## src/rtl/operand_bus_arbiter.sv

```systemverilog
// operand_bus_arbiter
// Two requesters share one W-bit operand path into the FMA operand latch.
// IDLE picks a winner, GRANTi streams up to MAX_BURST beats, then the
// arbiter returns to IDLE so the other side gets a chance. Accepted beats
// are registered in out and offered downstream over out_valid/out_ready.
//
// Build option: define OPERAND_ARB_FIXED_PRIO_EN to make IDLE arbitration
// fixed priority (requester 1 wins ties). Without it, arbitration is
// round-robin on the last granted requester. The burst limit applies
// either way.
module operand_bus_arbiter #(
  parameter int W         = 8,
  parameter int MAX_BURST = 4
) (
  input  logic         clk,
  input  logic         rst_n,
  input  logic         req1,
  input  logic [W-1:0] op1,
  input  logic         req2,
  input  logic [W-1:0] op2,
  output logic         gnt1,
  output logic         gnt2,
  output logic         sel,
  output logic [W-1:0] out,
  output logic         out_valid,
  input  logic         out_ready
);

  // Wide enough to hold 0..MAX_BURST.
  localparam int CW = (MAX_BURST < 2) ? 1 : $clog2(MAX_BURST + 1);
  localparam logic [CW-1:0] LAST_BEAT = CW'(MAX_BURST - 1);

  typedef enum logic [1:0] {
    IDLE   = 2'd0,
    GRANT1 = 2'd1,
    GRANT2 = 2'd2
  } state_t;

  state_t        state_q, state_d;
  logic          sel_q, sel_d;
  logic [W-1:0]  out_q, out_d;
  logic          out_valid_q, out_valid_d;
  logic [CW-1:0] count_q, count_d;

`ifdef OPERAND_ARB_FIXED_PRIO_EN
  // No history needed: requester 1 always wins a tie.
`else
  // 0 = requester 1 was granted last, 1 = requester 2 was granted last.
  logic          last_gnt_q, last_gnt_d;
`endif

  logic          stall;
  logic          accept;
  logic          pick1;
  logic [W-1:0]  mux_op;

  // Grants drop while the output register holds data nobody is taking.
  always_comb begin
    stall  = out_valid_q && !out_ready;
    gnt1   = (state_q == GRANT1) && !stall;
    gnt2   = (state_q == GRANT2) && !stall;
    accept = (req1 && gnt1) || (req2 && gnt2);
    mux_op = sel_q ? op2 : op1;
  end

  // IDLE winner selection: tie-break on history or fixed priority.
  always_comb begin
`ifdef OPERAND_ARB_FIXED_PRIO_EN
    pick1 = req1;
`else
    pick1 = req1 && (!req2 || last_gnt_q);
`endif
  end

  // Next-state, burst counting and output register update.
  always_comb begin
    state_d     = state_q;
    sel_d       = sel_q;
    count_d     = count_q;
    out_d       = out_q;
    out_valid_d = out_valid_q;
`ifndef OPERAND_ARB_FIXED_PRIO_EN
    last_gnt_d  = last_gnt_q;
`endif

    if (accept) begin
      out_d       = mux_op;
      out_valid_d = 1'b1;
    end else if (out_valid_q && out_ready) begin
      out_valid_d = 1'b0;
    end

    case (state_q)
      IDLE: begin
        if (pick1) begin
          state_d = GRANT1;
          sel_d   = 1'b0;
        end else if (req2) begin
          state_d = GRANT2;
          sel_d   = 1'b1;
        end
      end
      GRANT1: begin
        if (!req1 || (gnt1 && (count_q == LAST_BEAT))) begin
          state_d    = IDLE;
          sel_d      = 1'b0;
          count_d    = '0;
`ifndef OPERAND_ARB_FIXED_PRIO_EN
          last_gnt_d = 1'b0;
`endif
        end else if (gnt1) begin
          count_d = count_q + CW'(1);
        end
      end
      GRANT2: begin
        if (!req2 || (gnt2 && (count_q == LAST_BEAT))) begin
          state_d    = IDLE;
          sel_d      = 1'b0;
          count_d    = '0;
`ifndef OPERAND_ARB_FIXED_PRIO_EN
          last_gnt_d = 1'b1;
`endif
        end else if (gnt2) begin
          count_d = count_q + CW'(1);
        end
      end
      default: begin
        state_d = IDLE;
        sel_d   = 1'b0;
        count_d = '0;
      end
    endcase
  end

  // All state registers; reset is asynchronous and drops any held operand.
  always_ff @(posedge clk or negedge rst_n) begin
    if (!rst_n) begin
      state_q     <= IDLE;
      sel_q       <= 1'b0;
      out_q       <= '0;
      out_valid_q <= 1'b0;
      count_q     <= '0;
`ifndef OPERAND_ARB_FIXED_PRIO_EN
      last_gnt_q  <= 1'b1;
`endif
    end else begin
      state_q     <= state_d;
      sel_q       <= sel_d;
      out_q       <= out_d;
      out_valid_q <= out_valid_d;
      count_q     <= count_d;
`ifndef OPERAND_ARB_FIXED_PRIO_EN
      last_gnt_q  <= last_gnt_d;
`endif
    end
  end

  assign sel       = sel_q;
  assign out       = out_q;
  assign out_valid = out_valid_q;

endmodule
```

## config.mk

```make
export PLATFORM = sky130hd
export DESIGN_NAME = operand_bus_arbiter
export DESIGN_NICKNAME = d
export VERILOG_FILES = /design/src/rtl/operand_bus_arbiter.sv
export SDC_FILE = /design/constraint.sdc
export NUM_CORES = 1
export LEC_CHECK = 0
export CAP_MARGIN = 20
export CORE_MARGIN = 4
export CORE_UTILIZATION = 45
export DETAILED_ROUTE_END_ITERATION = 12
export PLACE_DENSITY = 0.87
export SETUP_SLACK_MARGIN = 0.15
export SLEW_MARGIN = 40
export SYNTH_ARGS = -nofsm -noshare
export SYNTH_HDL_FRONTEND = slang
export SYNTH_SLANG_ARGS = --single-unit
```

## constraint.sdc

```tcl
create_clock -name clk -period 2.74 [get_ports clk]
set_input_delay 0.548 -clock clk [delete_from_list [all_inputs] [get_ports clk]]
set_output_delay 0.548 -clock clk [all_outputs]
set_load 0.01 [all_outputs]
```

Yosys cells after proc, flatten, opt, wreduce, memory -nomap -nowiden
Index checks and enable logic that the tools add are counted.
{"block": "op_classes", "n_mul": 0, "shifts": 0, "n_bitwise": 1, "n_lt_le_gt_ge": 0, "add_sub_neg": 1, "n_div": 0, "reduce_logical": 23, "n_mux": 20, "eq_ne": 8}
{"op": "$mux 3", "n": 4}
{"op": "$logic_and 1x1->1", "n": 9}
{"op": "$pmux 3 s3", "n": 1}
{"op": "$reduce_and 3->1", "n": 3}
{"op": "$mux 2", "n": 4}
{"op": "$mux 8", "n": 1}
{"op": "$mux 1", "n": 7}
{"op": "$ne 3x2->1 const B", "n": 2}
{"op": "$pmux 2 s3", "n": 1}
{"op": "$logic_not 1->1", "n": 4}
{"op": "$logic_or 1x1->1", "n": 4}
{"op": "$ne 2x1->1 const B", "n": 2}
{"op": "$reduce_bool 2->1", "n": 2}
{"op": "$add 3x1->3 const B", "n": 1}
{"op": "$eq 3x2->1 const B", "n": 1}
{"op": "$ne 3x3->1 const B", "n": 1}
{"op": "$pmux 1 s3", "n": 1}
{"op": "$eq 2x1->1 const B", "n": 1}
{"op": "$eq 2x2->1 const B", "n": 1}
{"op": "$logic_not 2->1", "n": 1}
{"op": "$pmux 1 s2", "n": 1}
{"op": "$not 1->1", "n": 1}
{"block": "totals", "mem_bits_ro": 0, "latchBits": 0, "out_inout_bits": 12, "memories": 0, "inputBits": 21, "wordCells": 59, "mem_bits_rw": 0, "register_bits": 16}

Depth between registers and ports, before layout
Gate-level depths: netlist of the first run.
{"block": "depth", "ltp_word": 8, "depth_mapped": 8}

Least setup slack after synthesis of the first run
No wires, ideal clock.
{"block": "synth_timing", "kind": "register to register", "from": "register state_q[1]", "to": "register last_gnt_q", "synth_period_minus_slack_ns": 1.784, "required_time_ns": 2.658, "arrival_ns": 1.701, "slack_ns": 0.956, "n_path_buf": 1, "setup_time_ns": 0.082, "path_stages_with_launch": 8, "path_cell_list": "dfrtp_1 -> buf_2 -> inv_1 -> ha_1 -> a22oi_4 -> a21o_4 -> nand2_2 -> mux2_4"}
{"block": "synth_via", "elab_chain_cells": 6, "word_cells_on_any_way": 13}
{"item": "start, declared", "line_no": "39", "text": "state_t state_q, state_d;"}
{"item": "start signal, assigned", "line_no": "147", "text": "state_q <= state_d;"}
{"item": "$eq 2x2->1 / $eq 2x1->1 (equally long branches)", "line_no": "61, 93, 60"}
{"item": "$logic_and 1x1->1 (on tied branches)", "line_no": "61, 60"}
{"item": "$logic_and 1x1->1 (on tied branches)", "line_no": "116, 104"}
{"item": "$logic_or 1x1->1 (on tied branches)", "line_no": "116, 104"}
{"item": "$ne 2x1->1 (no line)"}
{"item": "$reduce_and 3->1 (no line)"}
{"item": "end signal, assigned", "line_no": "153", "text": "last_gnt_q <= last_gnt_d;"}
{"item": "end, declared", "line_no": "49", "text": "logic last_gnt_q, last_gnt_d;"}
Several ways; a longest one is shown, not always the timed one.
A chain may end at the register's enable or synchronous reset.

Worst setup path in the final report of the first run
{"block": "layout_timing", "from": "input out_ready", "to": "output gnt2"}
{"block": "layout_via", "elab_chain_cells": 4}
{"item": "start, declared", "line_no": "26", "text": "input logic out_ready"}
{"item": "$logic_not 1->1", "line_no": "59", "text": "stall = out_valid_q && !out_ready;"}
{"item": "$logic_and 1x1->1", "line_no": "59"}
{"item": "$logic_not 1->1", "line_no": "61", "text": "gnt2 = (state_q == GRANT2) && !stall;"}
{"item": "$logic_and 1x1->1", "line_no": "61"}
{"item": "end, declared", "line_no": "22", "text": "output logic gnt2,"}
Every way passes these cells.

==> summary.txt, run 1 <==
Final layout
  • Area grow syn2layout: 45.23%
  • Non-Filler Instances: ~140
  • Final nets: around 140
  • Antenna diodes: 0
  • Ratio of cells with drive above 1 in the final layout: 12.28%

Detailed routing
  • Routed vias: 687
  • Post-DR wirelength/cell: 12.91 µm
  • Antenna Nets Post-Route: 0
  • Initial DRC Count: 3
  • DR pass1 iterations: 4
  • Residual DRC: 0
  • Vias/cell: approximately 4.9
  • Total routed wirelength: between 1500 and 2000 µm

GRT
  • Total GRT Usage: about 15%
  • Largest net degree at the start of global routing: 17
  • First-pass GRT wire length: 2877 µm
  • Vias in the first global route: 664
  • Initial antenna violation count: 0
  • Grt ovf: 0

Yosys
  • EDFF count, synth: 0
  • FF+latch count, synth: 15
  • Synth area leader: dfrtp_1
  • Ys flop type: dfrtp_1
  • Largest cells by area after synthesis: dfrtp_1, mux2i_1, ha_1
  • Top-count cell post-synth: dfrtp_1
  • Mapped Area: 827.0 µm²
  • Mapped Cells: 79
  • Share of the synthesized area in the top cell type: a little over two fifths
  • Yosys warnings: 0
  • Seq/Total Area, Yosys: 45.54%
  • Most frequent cells after synthesis: dfrtp_1, a21oi_1, mux2i_1, nor2_1
  • Avg Synthesized Cell Area: 10.47 µm²
  • Syn Nets: around 110
  • Yosys cell types: 25
  • Asr flop ratio synth: 100.0%

Floorplanning
  • Die Span X: 50.87 µm
  • Top-level port count: 33
  • Initial Utilization: 47.90%
  • FP Rows: 15
  • Die ar.: between 0.002 and 0.003 mm²
  • Die Span Y: 50.87 µm
  • Core box area: 0.001727 mm²

Timing
  • Final hold violation count: 0
  • Worst slew pin tran: between 0.6 and 0.7 ns
  • Hold WS: around 0.5 ns
  • Period minus WS final: 2.437 ns
  • Fin crit share: between 80% and 90%
  • Slew margin rel.: 56.09%
  • Slew Limit Fails: 0
  • Worst clock skew: between 0.003 and 0.004 ns
  • Final setup viols: 0
  • Fin Setup TNS: 0 ns
  • FMAX: between 400 and 500 MHz
  • Setup WS post-layout: 0.3032 ns
  • RSZ-0062 raised after global routing: false

Pwr
  • Leak: 0.5203 nW
  • Internal power: 0.7261 mW
  • Sw Pwr: 0.4536 mW
  • Power per cell area: about 980 mW/mm²
  • Sw Ratio: 38.45%
  • Gate power share: 57.7%
  • Share of power burned in registers: 32.0%
  • Clock share of power: 10.3%
  • Peak VDD IR: just under 0.0006 V
  • PnR Total Power: 1.180 mW

Worst hold path
  • Min-Delay Path Class: reg -> reg

Clock network
  • TritonCTS clock tree: yes
  • CTS Root Cell: clkbuf_4
  • Clock sinks: 15
  • CTS clk-pin slew, worst paths: around 0.080 ns
  • Hold buffer count at cts: 0
  • Clock Latency Late Sink: approximately 0.28 ns
  • Setup Buffers After CTS: 0
  • Clock tree buffer depth: 2
  • PostCTS Resize Cnt: 0
  • CTS Buf Count: 3
  • CTS H-tree lvls: 1

Place
  • Place WS: 0.2963 ns
  • IO Port Bufs: 32
  • Post-DP HPWL: 1500 µm
  • Dpl cells: 135
  • GP Congestion: 0.7833

Worst setup path
  • CP max stage delay: ~0.53 ns
  • Worst EP required: 2.19 ns
  • Worst-path cell chain: clkdlybuf4s50_1 > nand2b_2 > and2_1 > clkdlybuf4s50_1
  • WP data arrival: 1.89 ns
  • Kind of critical path: in -> out
  • Critical-path top delay cell: clkdlybuf4s50_1
  • Critical path endpoint category: output pin
  • WP buf/inv: 2
  • CP Launch Type: primary input
  • Worst path most repeated cell: clkdlybuf4s50_1
  • Cell family with most CP delay: buffers and inverters
  • Crit path max fanout: 6

Run status
  • Status: complete, no violations

Job
  • Number of max-cap violations: 0
==> layer usage <==
| metal | track usage, % | up-vias | wire length, µm |
|---|---|---|---|
| met3 | 3.499 | 5 | 111 |
| li1 | - | 346 | - |
| met1 | 16.20 | 313 | 745 |
| met2 | 27.83 | 23 | 903 |
| met4 | 6.726 | 0 | 33 |
| met5 | 0 | - | 0 |
==> logic make-up after synthesis <==
logic type               after synthesis  share of synthesized area, %
flip-flops                            15                         45.54
multiplexers                           9                         11.50
buffers and inverters                  8                         4.236
AND/OR/NAND/NOR                       21                         11.95
adder cells (fa/ha/maj)                5                         7.564
AO/OA/AOI/OAI                         21                         19.21
==> cell type report <==
class | instances | area [µm²]
Clock buffer | 3 | 22.52
Clock inverter | 1 | 5.005
Fill cell | 156 | 525.5
Inverter | 6 | 22.52
Multi-Input combinational cell | 56 | 415.4
Sequential cell | 15 | 376.6
Tap cell | 25 | 31.28
Timing Repair Buffer | 33 | 327.8
==> per-stage QoR <==
step	util, %	cell area (µm²)
after floorplan	-	827.0
after global placement	67.97	1174
after detailed placement	67.97	1174
after CTS	69.57	1201
after global routing	69.57	1201
final	69.57	1201
==> power groups by stage <==
stage | Combinational, mW | Clock [mW] | Sequential (mW)
after detailed placement | 0.691 | 0 | 0.383
after global routing | 0.745 | 0.136 | 0.391
after floorplan | 0.380 | 0 | 0.411
after global placement | 0.662 | 0 | 0.375
after CTS | 0.692 | 0.126 | 0.378
final | 0.680 | 0.122 | 0.377
==> worst reg2reg max path: stages, from the launching register on <==
cell     delay [ns]
dfrtp_1        0.38
inv_1          0.08
ha_1           0.24
a22oi_4        0.28
a21o_4         0.14
nand2_2        0.06
mux2_4         0.30
==> sequential cells by signal, summed over array words and instances (netlist names) <==
name        count
out             8
out_valid       1
last_gnt_q      1
count_q         3
state_q         2
==> cells in the final DEF (no fill, tap or decap) <==
cell type        instances
nand4_1                  1
dfrtp_1                 14
dfstp_2                  1
o21bai_2                 1
nand3_1                  1
nand2_2                  1
clkbuf_4                 3
inv_1                    6
a21oi_4                  1
and2_1                   2
a22oi_4                  1
nand2b_2                 1
a21oi_2                  1
o2111ai_1                1
o21ai_1                  4
ha_1                     5
mux2i_1                  8
a21o_4                   1
nand3b_1                 1
nor2_1                   8
o31ai_1                  1
buf_4                    1
clkdlybuf4s50_1         32
clkinv_2                 1
a21oi_1                 10
nand2_1                  6
mux2_4                   1
==> worst paths after layout <==
kind                       startpoint          to  slack [ns]  cells past startpoint
setup / recovery            out_ready        gnt2        0.30                      4
hold / removal             count_q[2]  count_q[2]        0.50                      2
setup reg to reg           state_q[1]  last_gnt_q        1.19                      6
hold reg to reg            count_q[2]  count_q[2]        0.50                      2
max in group asynchronous       rst_n  count_q[0]        1.65                      1
min in group asynchronous       rst_n      out[5]        0.66                      1
Note: power is estimated with default switching activity, not from simulation.
==> run 2: changes to the inputs <==
- ABC_AREA: unset -> 1
- CORE_UTILIZATION: 45 -> 46
- PLACE_DENSITY: 0.87 -> 0.86
==> summary.txt, run 2 <==
Run status
  • Status: complete, no violations

Clock network
  • CTS clk-pin slew, worst paths: ~0.090 ns
  • Clock Latency Late Sink: 0.28 ns
  • CTS Buf Count: 3
  • CTS H-tree lvls: 1
  • PostCTS Resize Cnt: 0
  • Hold buffer count at cts: 0
  • Clock sinks: 15
  • Clock tree buffer depth: 2
  • TritonCTS clock tree: yes
  • CTS Root Cell: clkbuf_4
  • Setup Buffers After CTS: 0

Floorplanning
  • Die ar.: ~0.0027 mm²
  • Core box area: 0.001783 mm²
  • Initial Utilization: 50.25%
  • FP Rows: 15
  • Die Span Y: 52.13 µm
  • Die Span X: 52.13 µm
  • Top-level port count: 33

Worst setup path
  • Kind of critical path: reg -> out
  • Worst EP required: around 2.2 ns
  • Crit path max fanout: 12
  • WP data arrival: 1.92 ns
  • CP Launch Type: flop
  • Worst reg-to-reg path cell count: 7
  • Critical path endpoint category: output pin

Final layout
  • Area grow syn2layout: 41.62%
  • Final nets: 189
  • Fillers: 149
  • Most common cell after layout, fill and taps aside: nand2_1
  • Ratio of cells with drive above 1 in the final layout: 8.642%
  • Commonest cells after routing, fill and taps aside: nand2_1, clkdlybuf4s50_1, dfrtp_1, inv_1, nor2_1
  • Antenna diodes: 0
  • Final Util: ~71%
  • Number of flip-flops under the largest register name: 8

Pwr
  • Share of power burned in registers: a little under a third
  • PnR Total Power: 1.193 mW
  • Power per cell area: about 940 mW/mm²
  • Sw Ratio: a little over two fifths
  • Peak VDD IR: around 0.00057 V
  • Leak: 0.6695 nW
  • Clock share of power: 10.8%
  • Gate power share: 57.5%
  • Internal power: 0.6704 mW
  • Sw Pwr: between 0.5 and 0.6 mW

Detailed routing
  • Antenna Nets Post-Route: 0
  • Vias/cell: 4.818
  • Residual DRC: 0
  • Initial DRC Count: 19
  • Routed vias: approximately 900
  • Post-DR wirelength/cell: 11.84 µm
  • DR pass1 iterations: 4
  • Total routed wirelength: 2215 µm

Timing
  • Fin Setup TNS: 0 ns
  • Final setup viols: 0
  • Fin crit share: 90.18%
  • FMAX: 404.7 MHz
  • Slew Limit Fails: 0
  • Period minus WS final: 2.471 ns
  • Worst slew pin tran: 0.6660 ns
  • Worst clock skew: 0.002496 ns
  • Hold WS: 0.4736 ns
  • RSZ-0062 raised after global routing: false
  • Slew margin rel.: 55.46%
  • Final hold violation count: 0

GRT
  • Initial antenna violation count: 0
  • Vias in the first global route: 929
  • Grt ovf: 0
  • First-pass GRT wire length: 3870 µm
  • Largest net degree at the start of global routing: 16
  • Total GRT Usage: 19.21%

Yosys
  • Largest cells by area after synthesis: dfrtp_1, nand2_1, ha_1
  • Yosys cell types: 14
  • Most frequent cells after synthesis: nand2_1, dfrtp_1, inv_1, nor2_1, ha_1
  • Syn Nets: 153
  • Seq/Total Area, Yosys: 42.04%
  • Top-count cell post-synth: nand2_1
  • EDFF count, synth: 0
  • Mapped Area: ~900 µm²
  • Mapped Cells: 127
  • FF+latch count, synth: 15
  • Share of the synthesized area in the top cell type: 39.11%
  • Asr flop ratio synth: 100.0%
  • Avg Synthesized Cell Area: 7.054 µm²
  • Yosys warnings: 0
  • Ys flop type: dfrtp_1
  • Synth area leader: dfrtp_1

Job
  • Number of max-cap violations: 0

Place
  • IO Port Bufs: 32
  • GP Congestion: 0.8618
  • Post-DP HPWL: 1781 µm

Worst hold path
  • Min-Delay Path Class: reg -> reg
  • Worst hold stages: 2
[run 2: path summary, 6_finish.rpt]
check,from,to,slack (ns)
max,state_q[1],gnt1,0.27
min,last_gnt_q,last_gnt_q,0.47
max reg2reg,state_q[1],count_q[0],1.05
min reg2reg,last_gnt_q,last_gnt_q,0.47
max in group asynchronous,rst_n,count_q[2],1.65
min in group asynchronous,rst_n,out[1],0.66
[run 2: stage by stage]
step	cell area, µm²	std cells	setup slack, ns
after floorplan	895.9	127	1.107
after global placement	1242	183	0.4304
after detailed placement	1242	183	0.3688
after CTS	1269	187	0.2553
after global routing	1269	187	0.1523
final	1269	187	0.2689
[run 2: cells by family (layout without fill, tap and decap cells)]
logic type	Yosys count	in the layout	share of synthesized area, %
AND/OR/NAND/NOR	92	92	43.71
flip-flops	15	15	42.04
buffers and inverters	13	48	6.145
adder cells (fa/ha/maj)	5	5	6.983
AO/OA/AOI/OAI	2	2	1.117
[run 2: layer usage]
layer	vias to the layer above	share of wire, %	routed length, µm	GRT usage [%]
li1	448	-	-	-
met1	413	38	850	20.83
met2	36	55	1210	35.98
met3	4	5.1	114	2.006
met4	0	1.8	40	10.21
met5	-	0	0	0
[run 2: area by class of cell]
cell class / count / area, µm² / share of cell area (%)
multi-input combinational: 99 / 464.2 / 36.59
clock buffer: 4 / 26.28 / 2.071
timing repair buffer: 32 / 320.3 / 25.25
inverter: 12 / 50.05 / 3.945
sequential: 15 / 376.6 / 29.68
tap: 25 / 31.28 / 2.465
[run 2: power by group through the flow]
stage                     sequential (mW)  clock [mW]  combinational [mW]
after global routing                0.391       0.139               0.776
after floorplan                     0.392           0               0.389
after detailed placement            0.381           0               0.689
after CTS                           0.378       0.132               0.692
after global placement              0.378           0               0.659
final                               0.378       0.129               0.685
[run 2: worst max-delay path, stage by stage, from the launching register on]
cell and delay [ns]:
dfrtp_1 0.52, inv_2 0.22, ha_1 0.20, inv_1 0.05
nor2_1 0.10, clkdlybuf4s50_1 0.54
